--- src/rtl/endeavour_uart_pkg.sv ---
// Shared definitions for the UART receive path: receiver states, data width
// and the smallest divisor the bit timer can work with.
package endeavour_uart_pkg;

    localparam int DATA_W = 8;
    localparam logic [15:0] MIN_DIVISOR = 16'd4;

    typedef enum logic [2:0] {
        IDLE,
        START,
        DATA,
        STOP,
        BREAK
    } rx_state_e;

    // Divisors below the minimum leave no room for a half-bit start check,
    // so they are raised to the minimum.
    function automatic logic [15:0] clamp_divisor(input logic [15:0] div);
        return (div < MIN_DIVISOR) ? MIN_DIVISOR : div;
    endfunction

endpackage

--- src/rtl/uart_rx_fifo.sv ---
// Small synchronous receive FIFO with registered head-of-queue outputs.
// A push while full is ignored unless a pop happens in the same cycle.
module uart_rx_fifo
    import endeavour_uart_pkg::*;
#(
    parameter int DEPTH = 4,
    parameter int WIDTH = DATA_W
) (
    input  logic             clk,
    input  logic             reset,
    input  logic             push,
    input  logic [WIDTH-1:0] push_data,
    input  logic             pop,
    output logic [WIDTH-1:0] rd_data,
    output logic             rd_valid,
    output logic             full,
    output logic             empty
);

    localparam int PTR_W = $clog2(DEPTH);
    localparam int CNT_W = $clog2(DEPTH) + 1;

    logic [WIDTH-1:0] mem_q [DEPTH];
    logic [WIDTH-1:0] mem_d [DEPTH];
    logic [PTR_W-1:0] wr_ptr_q, wr_ptr_d;
    logic [PTR_W-1:0] rd_ptr_q, rd_ptr_d;
    logic [CNT_W-1:0] count_q, count_d;
    logic [WIDTH-1:0] rd_data_q, rd_data_d;
    logic             rd_valid_q, rd_valid_d;
    logic             do_push;
    logic             do_pop;

    assign empty    = (count_q == '0);
    assign full     = (count_q == CNT_W'(DEPTH));
    assign do_pop   = pop && !empty;
    assign do_push  = push && (!full || do_pop);
    assign rd_data  = rd_data_q;
    assign rd_valid = rd_valid_q;

    // Next storage, pointer and occupancy state; the head is read from the
    // post-update storage so a push into an empty queue is forwarded directly.
    always_comb begin
        mem_d    = mem_q;
        wr_ptr_d = wr_ptr_q;
        rd_ptr_d = rd_ptr_q;
        if (do_push) begin
            mem_d[wr_ptr_q] = push_data;
            wr_ptr_d        = wr_ptr_q + PTR_W'(1);
        end
        if (do_pop) begin
            rd_ptr_d = rd_ptr_q + PTR_W'(1);
        end
        count_d    = count_q + CNT_W'(do_push) - CNT_W'(do_pop);
        rd_valid_d = (count_d != '0);
        rd_data_d  = rd_data_q;
        if (count_d != '0) begin
            rd_data_d = mem_d[rd_ptr_d];
        end
    end

    // Register the queue state and the head outputs.
    always_ff @(posedge clk) begin
        if (reset) begin
            for (int i = 0; i < DEPTH; i++) begin
                mem_q[i] <= '0;
            end
            wr_ptr_q   <= '0;
            rd_ptr_q   <= '0;
            count_q    <= '0;
            rd_data_q  <= '0;
            rd_valid_q <= 1'b0;
        end else begin
            mem_q      <= mem_d;
            wr_ptr_q   <= wr_ptr_d;
            rd_ptr_q   <= rd_ptr_d;
            count_q    <= count_d;
            rd_data_q  <= rd_data_d;
            rd_valid_q <= rd_valid_d;
        end
    end

endmodule

--- src/rtl/uart_receiver.sv ---
// 8N1 UART receiver: synchronizes the serial line, times each bit from a
// runtime divisor latched at the start edge, and queues good bytes in a FIFO.
module uart_receiver
    import endeavour_uart_pkg::*;
#(
    parameter int FIFO_DEPTH = 4
) (
    input  logic              clk,
    input  logic              reset,
    input  logic              uart_rx,
    input  logic [15:0]       divisor,
    output logic [DATA_W-1:0] rx_data,
    output logic              rx_valid,
    input  logic              rx_ready,
    output logic              frame_error,
    output logic              overflow
);

    rx_state_e         state_q, state_d;
    logic              sync1_q, sync1_d;
    logic              sync2_q, sync2_d;
    logic              rx_prev_q, rx_prev_d;
    logic [1:0]        settle_q, settle_d;
    logic              armed_q, armed_d;
    logic [15:0]       cnt_q, cnt_d;
    logic [15:0]       div_q, div_d;
    logic [2:0]        bit_idx_q, bit_idx_d;
    logic [DATA_W-1:0] shift_q, shift_d;
    logic              frame_error_q, frame_error_d;
    logic              overflow_q, overflow_d;

    logic              rx_s;
    logic              fall;
    logic              expire;
    logic [15:0]       clamped_div;
    logic              push;
    logic              fifo_pop;
    logic              fifo_full;
    logic              fifo_empty;

    assign rx_s        = sync2_q;
    assign expire      = (cnt_q == 16'd1);
    assign clamped_div = clamp_divisor(divisor);
    assign fall        = armed_q && rx_prev_q && !rx_s;
    assign fifo_pop    = rx_ready && !fifo_empty;
    assign frame_error = frame_error_q;
    assign overflow    = overflow_q;

    // Synchronizer and start-edge qualification. The synchronizer resets to
    // idle-high, so the line only arms edge detection once the real line has
    // been seen high after reset; a line held low through reset is ignored.
    always_comb begin
        sync1_d   = uart_rx;
        sync2_d   = sync1_q;
        rx_prev_d = sync2_q;
        settle_d  = (settle_q == 2'd2) ? 2'd2 : settle_q + 2'd1;
        armed_d   = armed_q || ((settle_q == 2'd2) && rx_s);
    end

    // Next-state and datapath: half-bit wait to the start midpoint, then one
    // full latched bit period per data and stop sample.
    always_comb begin
        state_d   = state_q;
        cnt_d     = cnt_q;
        div_d     = div_q;
        bit_idx_d = bit_idx_q;
        shift_d   = shift_q;
        case (state_q)
            IDLE: begin
                if (fall) begin
                    div_d   = clamped_div;
                    cnt_d   = {1'b0, clamped_div[15:1]};
                    state_d = START;
                end
            end
            START: begin
                if (expire) begin
                    if (!rx_s) begin
                        cnt_d     = div_q;
                        bit_idx_d = 3'd0;
                        state_d   = DATA;
                    end else begin
                        cnt_d   = 16'd0;
                        state_d = IDLE;
                    end
                end else begin
                    cnt_d = cnt_q - 16'd1;
                end
            end
            DATA: begin
                if (expire) begin
                    shift_d[bit_idx_q] = rx_s;
                    cnt_d              = div_q;
                    if (bit_idx_q == 3'd7) begin
                        state_d = STOP;
                    end else begin
                        bit_idx_d = bit_idx_q + 3'd1;
                    end
                end else begin
                    cnt_d = cnt_q - 16'd1;
                end
            end
            STOP: begin
                if (expire) begin
                    cnt_d   = 16'd0;
                    state_d = rx_s ? IDLE : BREAK;
                end else begin
                    cnt_d = cnt_q - 16'd1;
                end
            end
            BREAK: begin
                if (rx_s) begin
                    state_d = IDLE;
                end
            end
            default: begin
                state_d = IDLE;
                cnt_d   = 16'd0;
            end
        endcase
    end

    // Stop-bit outcome: a high stop pushes the byte, a low stop flags a frame
    // error instead, so the two status pulses can never coincide.
    always_comb begin
        push          = 1'b0;
        frame_error_d = 1'b0;
        if ((state_q == STOP) && expire) begin
            push          = rx_s;
            frame_error_d = !rx_s;
        end
        overflow_d = push && fifo_full && !fifo_pop;
    end

    // State register for the receiver and its status pulses.
    always_ff @(posedge clk) begin
        if (reset) begin
            state_q       <= IDLE;
            sync1_q       <= 1'b1;
            sync2_q       <= 1'b1;
            rx_prev_q     <= 1'b1;
            settle_q      <= 2'd0;
            armed_q       <= 1'b0;
            cnt_q         <= 16'd0;
            div_q         <= 16'd0;
            bit_idx_q     <= 3'd0;
            shift_q       <= '0;
            frame_error_q <= 1'b0;
            overflow_q    <= 1'b0;
        end else begin
            state_q       <= state_d;
            sync1_q       <= sync1_d;
            sync2_q       <= sync2_d;
            rx_prev_q     <= rx_prev_d;
            settle_q      <= settle_d;
            armed_q       <= armed_d;
            cnt_q         <= cnt_d;
            div_q         <= div_d;
            bit_idx_q     <= bit_idx_d;
            shift_q       <= shift_d;
            frame_error_q <= frame_error_d;
            overflow_q    <= overflow_d;
        end
    end

    uart_rx_fifo #(
        .DEPTH (FIFO_DEPTH),
        .WIDTH (DATA_W)
    ) u_fifo (
        .clk       (clk),
        .reset     (reset),
        .push      (push),
        .push_data (shift_q),
        .pop       (fifo_pop),
        .rd_data   (rx_data),
        .rd_valid  (rx_valid),
        .full      (fifo_full),
        .empty     (fifo_empty)
    );

endmodule

--- config.mk ---
export PLATFORM = sky130hd
export DESIGN_NAME = uart_receiver
export DESIGN_NICKNAME = d
export VERILOG_FILES = /design/src/rtl/endeavour_uart_pkg.sv /design/src/rtl/uart_rx_fifo.sv /design/src/rtl/uart_receiver.sv
export SDC_FILE = /design/constraint.sdc
export NUM_CORES = 1
export LEC_CHECK = 0
export CORE_ASPECT_RATIO = 0.8
export CORE_MARGIN = 5
export CORE_UTILIZATION = 40
export DETAILED_ROUTE_END_ITERATION = 12
export PLACE_DENSITY = 0.67
export SETUP_SLACK_MARGIN = 0.4
export SLEW_MARGIN = 40
export SYNTH_ARGS = -nofsm -noshare
export SYNTH_HDL_FRONTEND = slang
export SYNTH_SLANG_ARGS = --single-unit
--- constraint.sdc ---
create_clock -name clk -period 3.05 [get_ports clk]
set_input_delay 0.61 -clock clk [delete_from_list [all_inputs] [get_ports clk]]
set_output_delay 0.61 -clock clk [all_outputs]
set_load 0.05 [all_outputs]
Yosys cells after proc, flatten, opt, wreduce, memory -nomap -nowiden

Cells that the tools add are included.

Reductions and logical operators: 28
Equal/unequal tests: 16
Magnitude comparators: 6
Bitwise logic cells: 4
Mux-type cells: 34
Add/sub/neg operators: 7

Operators with widths:

| operator                                                                       | count |
|---|---|
| 16-bit 2-to-1 mux                                                              | 6 |
| 16-bit one-hot mux with 5 select lines                                         | 1 |
| 3-bit 2-to-1 mux                                                               | 11 |
| 32-bit bitwise mux                                                             | 1 |
| 32-bit 2-to-1 mux                                                              | 1 |
| 8-bit 2-to-1 mux                                                               | 3 |
| 8-bit binary-select mux with 2-bit select                                      | 1 |
| 8-bit demux with 2-bit select                                                  | 1 |
| 16-bit by 1-bit equality test with 1-bit output (second input constant)        | 1 |
| 16-bit by 3-bit less-than comparator with 1-bit output (second input constant) | 1 |
| 2-bit != test (second input constant)                                          | 8 |
| 16-bit by 1-bit subtractor with 16-bit output (second input constant)          | 1 |
| 3-bit one-hot mux with 5 select lines                                          | 1 |
| 1-bit logical AND                                                              | 11 |
| 3-bit equality test (second input constant)                                    | 3 |
| 8-bit bitwise mux                                                              | 1 |
| 2-bit by 1-bit adder with 2-bit output (second input constant)                 | 3 |
| 3-bit by 2-bit equality test with 1-bit output (second input constant)         | 2 |
| 3-bit greater-or-equal comparator (second input constant)                      | 2 |
| 3-bit logical NOT                                                              | 2 |
| 2-bit 2-to-1 mux                                                               | 3 |
| 2-bit NOT with 3-bit output                                                    | 2 |
| 3-bit one-hot mux with 2 select lines                                          | 1 |
| 2-bit AND reduction                                                            | 3 |
| 18 further kinds                                                               | 25 |

Logic and storage cells: 117
Bits in registers: 102
Input bits: 20

Logic depth before layout (Yosys ltp)

Depth in word-level cells: 10
Depth in mapped cells: 14
Mapped depth without buffers: 13

By module

A second synthesis with hierarchy kept.

Cell total of the unflattened synthesis: 603
Area, all modules: 5084.9 um2

By module, submodules not included:

| module        | area an instance (um2) | instances | cells each |
|---|---|---|---|
| uart_receiver | 2864.0                 | 1         | 351 |
| uart_rx_fifo  | 2220.9                 | 1         | 252 |

Worst setup path before layout

OpenSTA, ideal clock, no wires.

Path type: input to register
Start point: in rx_ready
End point: reg u_fifo.rd_data_q[7] (netlist: u_fifo.rd_data[7])
Cell stages on the path: 11
Data arrival time: 3.241 ns
Setup time: 0.061 ns
Required time: 2.989 ns
Path buffers: 0
Slack: -0.252 ns
Cells stage by stage: or4b_4 nand2_1 nor2_1 ha_1 fa_1 xor3_4 a21oi_2 or2b_2 nor2_2 a221o_1 a221o_1

Longest elaborated chain between the ends: 8
Elaborated cells on any way between the ends: 13
Those cells by class: add/sub: 2; mux: 5; bitwise: 1; reduce/logical: 5

RTL lines:

| what                                                                                           | RTL line            | source |
|---|---|---|
| start: declaration                                                                             | uart_receiver.sv:14 | `input logic rx_ready,` |
| 1-bit logical AND *                                                                            | uart_receiver.sv:45 | `assign fifo_pop = rx_ready && !fifo_empty;` |
| 1-bit logical AND *                                                                            | uart_rx_fifo.sv:35  | `assign do_pop = pop && !empty;` |
| parallel branches: the longest is 6 deep, another holds 3-bit by 1-bit adder with 3-bit output | n/a                 |  |
| end signal: assignment                                                                         | uart_rx_fifo.sv:77  | `rd_data_q <= rd_data_d;` |
| end: declaration                                                                               | uart_rx_fifo.sv:28  | `logic [WIDTH-1:0] rd_data_q, rd_data_d;` |

Every way passes the cells marked *. The select of a mux whose other input is x is not followed.
A chain may end at the register's enable or synchronous reset.

Worst setup path in the final report

Start point: reg u_fifo.count_q[0]
End point: reg u_fifo.rd_data_q[5] (netlist: u_fifo.rd_data[5])

Longest elaborated chain between the ends: 10
Elaborated cells on any way between the ends: 17
Those cells by class: add/sub: 2; eq/ne: 1; mux: 5; bitwise: 1; reduce/logical: 8

RTL lines:

| what                                                                                            | RTL line           | source |
|---|---|---|
| start: declaration                                                                              | uart_rx_fifo.sv:27 | `logic [CNT_W-1:0] count_q, count_d;` |
| start signal: assignment                                                                        | uart_rx_fifo.sv:76 | `count_q <= count_d;` |
| parallel branches: the longest is 10 deep, another holds 3-bit by 1-bit adder with 3-bit output | n/a                |  |

Several ways; the timed one is not identified. The select of a mux whose other input is x is not followed.

==> run metrics <==
number of distinct standard cells referenced by the synthesized netlist=62; Detail Route Antenna Nets=0; number of global-route vias before repair=4316; total of endpoints with negative setup slack in the final report=0; total of warnings raised by yosys=0; DR pass1 iterations=7; Synthesized Nets=623; power density normalized to cell area=888 nW/um2; most instantiated flip-flop cell in the synthesis netlist=sky130_fd_sc_hd__dfxtp_1; first-pass GRT wire length=21.8 mm; Row Count=36; total design power=5.32 mW; run status=finished clean; kind of launch point of the worst setup path=flop; Hold Vio Cnt, Final=0; die height=109 um; end-of-flow core utilization=49.6%; Initial Util=40.4%; WP data required=3350 ps; die area=14500 um2; aggregate global routing overflow=0; Setup Skew=4.79 ps; Core Region=12100 um2; Clk pin slew, worst setup/hold paths=70 ps; reported leakage power=2.18 nW; synth-to-layout area growth=22.9%; Least-Margin Pin Slew=711 ps; fill cell instance count of the final layout=1161; RSZ-0062 raised after global routing=true; number of placed I/O pins=31; average via count per standard cell=5.72; global placer's final weighted congestion=0.898; count of nets after finishing=681; crit path DAT=3290 ps; largest fanout on the critical path=8; number of flops mapped to enable cells by yosys=0; average instance area after synthesis=8.25 um2; H-tree depth=3; part of the Yosys area used for sequential elements=41.9%; layout cells sized above 1=16.4%; critical path class=flop to flop; HPWL after detailed placement=9.40 mm; clock insertion delay at the later pin of the skew report=350 ps; Die Wd=133 um; clock tree from TritonCTS=done; share of synthesized flip-flops with an asynchronous set or reset=0%; count of pins over their slew limit=0; number of buffers inserted by port buffering=30; CTS max path bufs=2; Detailed Route WL=13.3 mm; number of buffers added by the clock tree synthesis step=9; sequential cell area in the final layout=2050 um2; total of flip-flops plus latches after synthesis=102; cell count after synthesis=591; Highest Clock Rate=335 MHz; combined area of the multi-input logic cells=2770 um2; clock root cell=sky130_fd_sc_hd__clkbuf_16; Post-Synthesis Cell Area=4880 um2; routed length per instance=16.5 um; violation count after the first detailed-route iteration=326; pin count of the biggest net entering global routing=42; ANT cells=0; final period demand of the worst path=2990 ps; normalized max-slew margin=52.6%; Vias=4609; number of antenna violations at the first check in global routing=0; post-detailed-route DRC marker count=0; endpoint kind of the worst setup timing path=flop; peak supply drop=0.000336 V; clock sink total=102; overall global routing resource usage=18.7%; Max-Cap Viols=0; type of the tightest min-delay check=flop to flop; Period Utilization, post-route=97.9%; post-cts hold buffer count=0
[layer usage]
metal | global-route usage (%) | share of wire (%) | vias up
met5 | 0 | 0 | -
met4 | 5.87 | 1.7 | 0
met3 | 4.89 | 6.5 | 25
met2 | 28.4 | 44 | 178
met1 | 26.1 | 47 | 2184
li1 | - | - | 2222
[critical path: stages (launching register included)]
cell	delay, ps
sky130_fd_sc_hd__dfxtp_2	350
sky130_fd_sc_hd__or4b_4	570
sky130_fd_sc_hd__nand2_4	90
sky130_fd_sc_hd__nor2_4	50
sky130_fd_sc_hd__ha_4	150
sky130_fd_sc_hd__fa_2	320
sky130_fd_sc_hd__xor3_4	340
sky130_fd_sc_hd__a21oi_4	170
sky130_fd_sc_hd__or2b_4	320
sky130_fd_sc_hd__nor2_4	210
sky130_fd_sc_hd__a221o_1	220
sky130_fd_sc_hd__a221o_1	150
[registers in the layout, indices dropped and copies added (netlist names), 2 cells and up]
name,count
bit_idx_q,3
cnt_q,16
div_q,16
settle_q,2
shift_q,8
state_q,3
u_fifo.count_q,3
u_fifo.mem_q,32
u_fifo.rd_data,8
u_fifo.rd_ptr_q,2
u_fifo.wr_ptr_q,2
[cell type report]
cell class,count,area share (%)
multi-input cells,444,46.2
flip-flops and latches,102,34.2
well taps,152,3.17
inverters,15,0.939
clock inverters,4,0.793
clock buffers,12,3.95
repair buffers,77,10.7
[cells by family (layout without fill, tap and decap cells)]
logic type,count (synthesis),after routing,synth area share [%]
DFF,102,102,41.9
buffers and inverters,45,108,4.11
and+or+nand+nor,263,263,26.1
xor gates and xnor gates,7,7,1.80
AOI/OAI and AO/OA,153,153,21.0
muxes,9,9,1.92
adders and majority gates,12,12,3.23
[worst paths after layout]
path | depth (start not counted) | slack [ps] | startpoint | to
max | 11 | 60 | u_fifo.count_q[0]$_SDFF_PP0_ | u_fifo.rd_data[5]$_SDFFE_PP0P_
min | 1 | 410 | sync1_q$_SDFF_PP1_ | rx_prev_d$_SDFF_PP1_
max reg2reg | 11 | 60 | u_fifo.count_q[0]$_SDFF_PP0_ | u_fifo.rd_data[5]$_SDFFE_PP0P_
min reg2reg | 1 | 410 | sync1_q$_SDFF_PP1_ | rx_prev_d$_SDFF_PP1_
[cell usage after synthesis, types with 3 or more instances]
cell	count	area [um2]
sky130_fd_sc_hd__nor2b_1	4	25.0
sky130_fd_sc_hd__nand2b_1	7	43.8
sky130_fd_sc_hd__nand2_1	123	462
sky130_fd_sc_hd__or2_2	5	31.3
sky130_fd_sc_hd__and3_1	3	18.8
sky130_fd_sc_hd__a221o_1	16	160
sky130_fd_sc_hd__inv_1	15	56.3
sky130_fd_sc_hd__nor2_1	54	203
sky130_fd_sc_hd__or3_1	4	25.0
sky130_fd_sc_hd__nand3_1	10	50.1
sky130_fd_sc_hd__mux2i_1	8	80.1
sky130_fd_sc_hd__nor3_1	18	90.1
sky130_fd_sc_hd__a221oi_1	10	87.6
sky130_fd_sc_hd__clkbuf_1	24	90.1
sky130_fd_sc_hd__nor4_1	7	43.8
sky130_fd_sc_hd__dfxtp_1	102	2040
sky130_fd_sc_hd__a21oi_1	63	315
sky130_fd_sc_hd__o22ai_1	5	31.3
sky130_fd_sc_hd__ha_1	11	138
sky130_fd_sc_hd__o221ai_1	15	131
sky130_fd_sc_hd__nand4_1	3	18.8
sky130_fd_sc_hd__nand3b_1	5	37.5
sky130_fd_sc_hd__o21ai_0	25	125
sky130_fd_sc_hd__xor2_1	3	26.3
sky130_fd_sc_hd__nor3b_1	3	22.5
[cells in the final DEF, fill, tap and decap left out, types with 10 or more instances in the layout]
cell                                n
sky130_fd_sc_hd__dfxtp_1           97
sky130_fd_sc_hd__buf_4             47
sky130_fd_sc_hd__o221ai_1          15
sky130_fd_sc_hd__nor3_1            17
sky130_fd_sc_hd__a21oi_1           63
sky130_fd_sc_hd__a221o_1           16
sky130_fd_sc_hd__nor2_1            52
sky130_fd_sc_hd__clkdlybuf4s50_1   28
sky130_fd_sc_hd__a221oi_1          10
sky130_fd_sc_hd__o21ai_0           25
sky130_fd_sc_hd__nand3_1           10
sky130_fd_sc_hd__inv_1             12
sky130_fd_sc_hd__nand2_1          122
[power by group]
group / switching (mW) / total [mW] / internal, mW
clock network: 0.486 / 1.12 / 0.634
registers: 0.163 / 1.66 / 1.49
logic: 1.43 / 2.55 / 1.12
[per-stage QoR]
step,area (um2),hold slack (ps),setup WS [ps],setup TNS (ps),cells
6_report,5990,407,63.5,0,806
5_1_grt,5990,428,-24.5,-43.9,806
4_1_cts,5920,410,89.4,0,800
3_5_place_dp,5510,395,-675,-5240,774
3_3_place_gp,5500,393,-587,-4630,774
2_1_floorplan,4930,389,-50.9,-233,591
[repair_timing]
| item | CTS | global route |
|---|---|---|
| buffers inserted | 10 | 6 |
| resized for setup | 16 | 9 |
| gates cloned | 0 | 0 |
| pin swaps | 8 | 12 |
| endpoints found under the setup margin | 8 | 10 |
| hold endpoints to repair | 0 | 0 |
(Power assumes the default switching activity.)
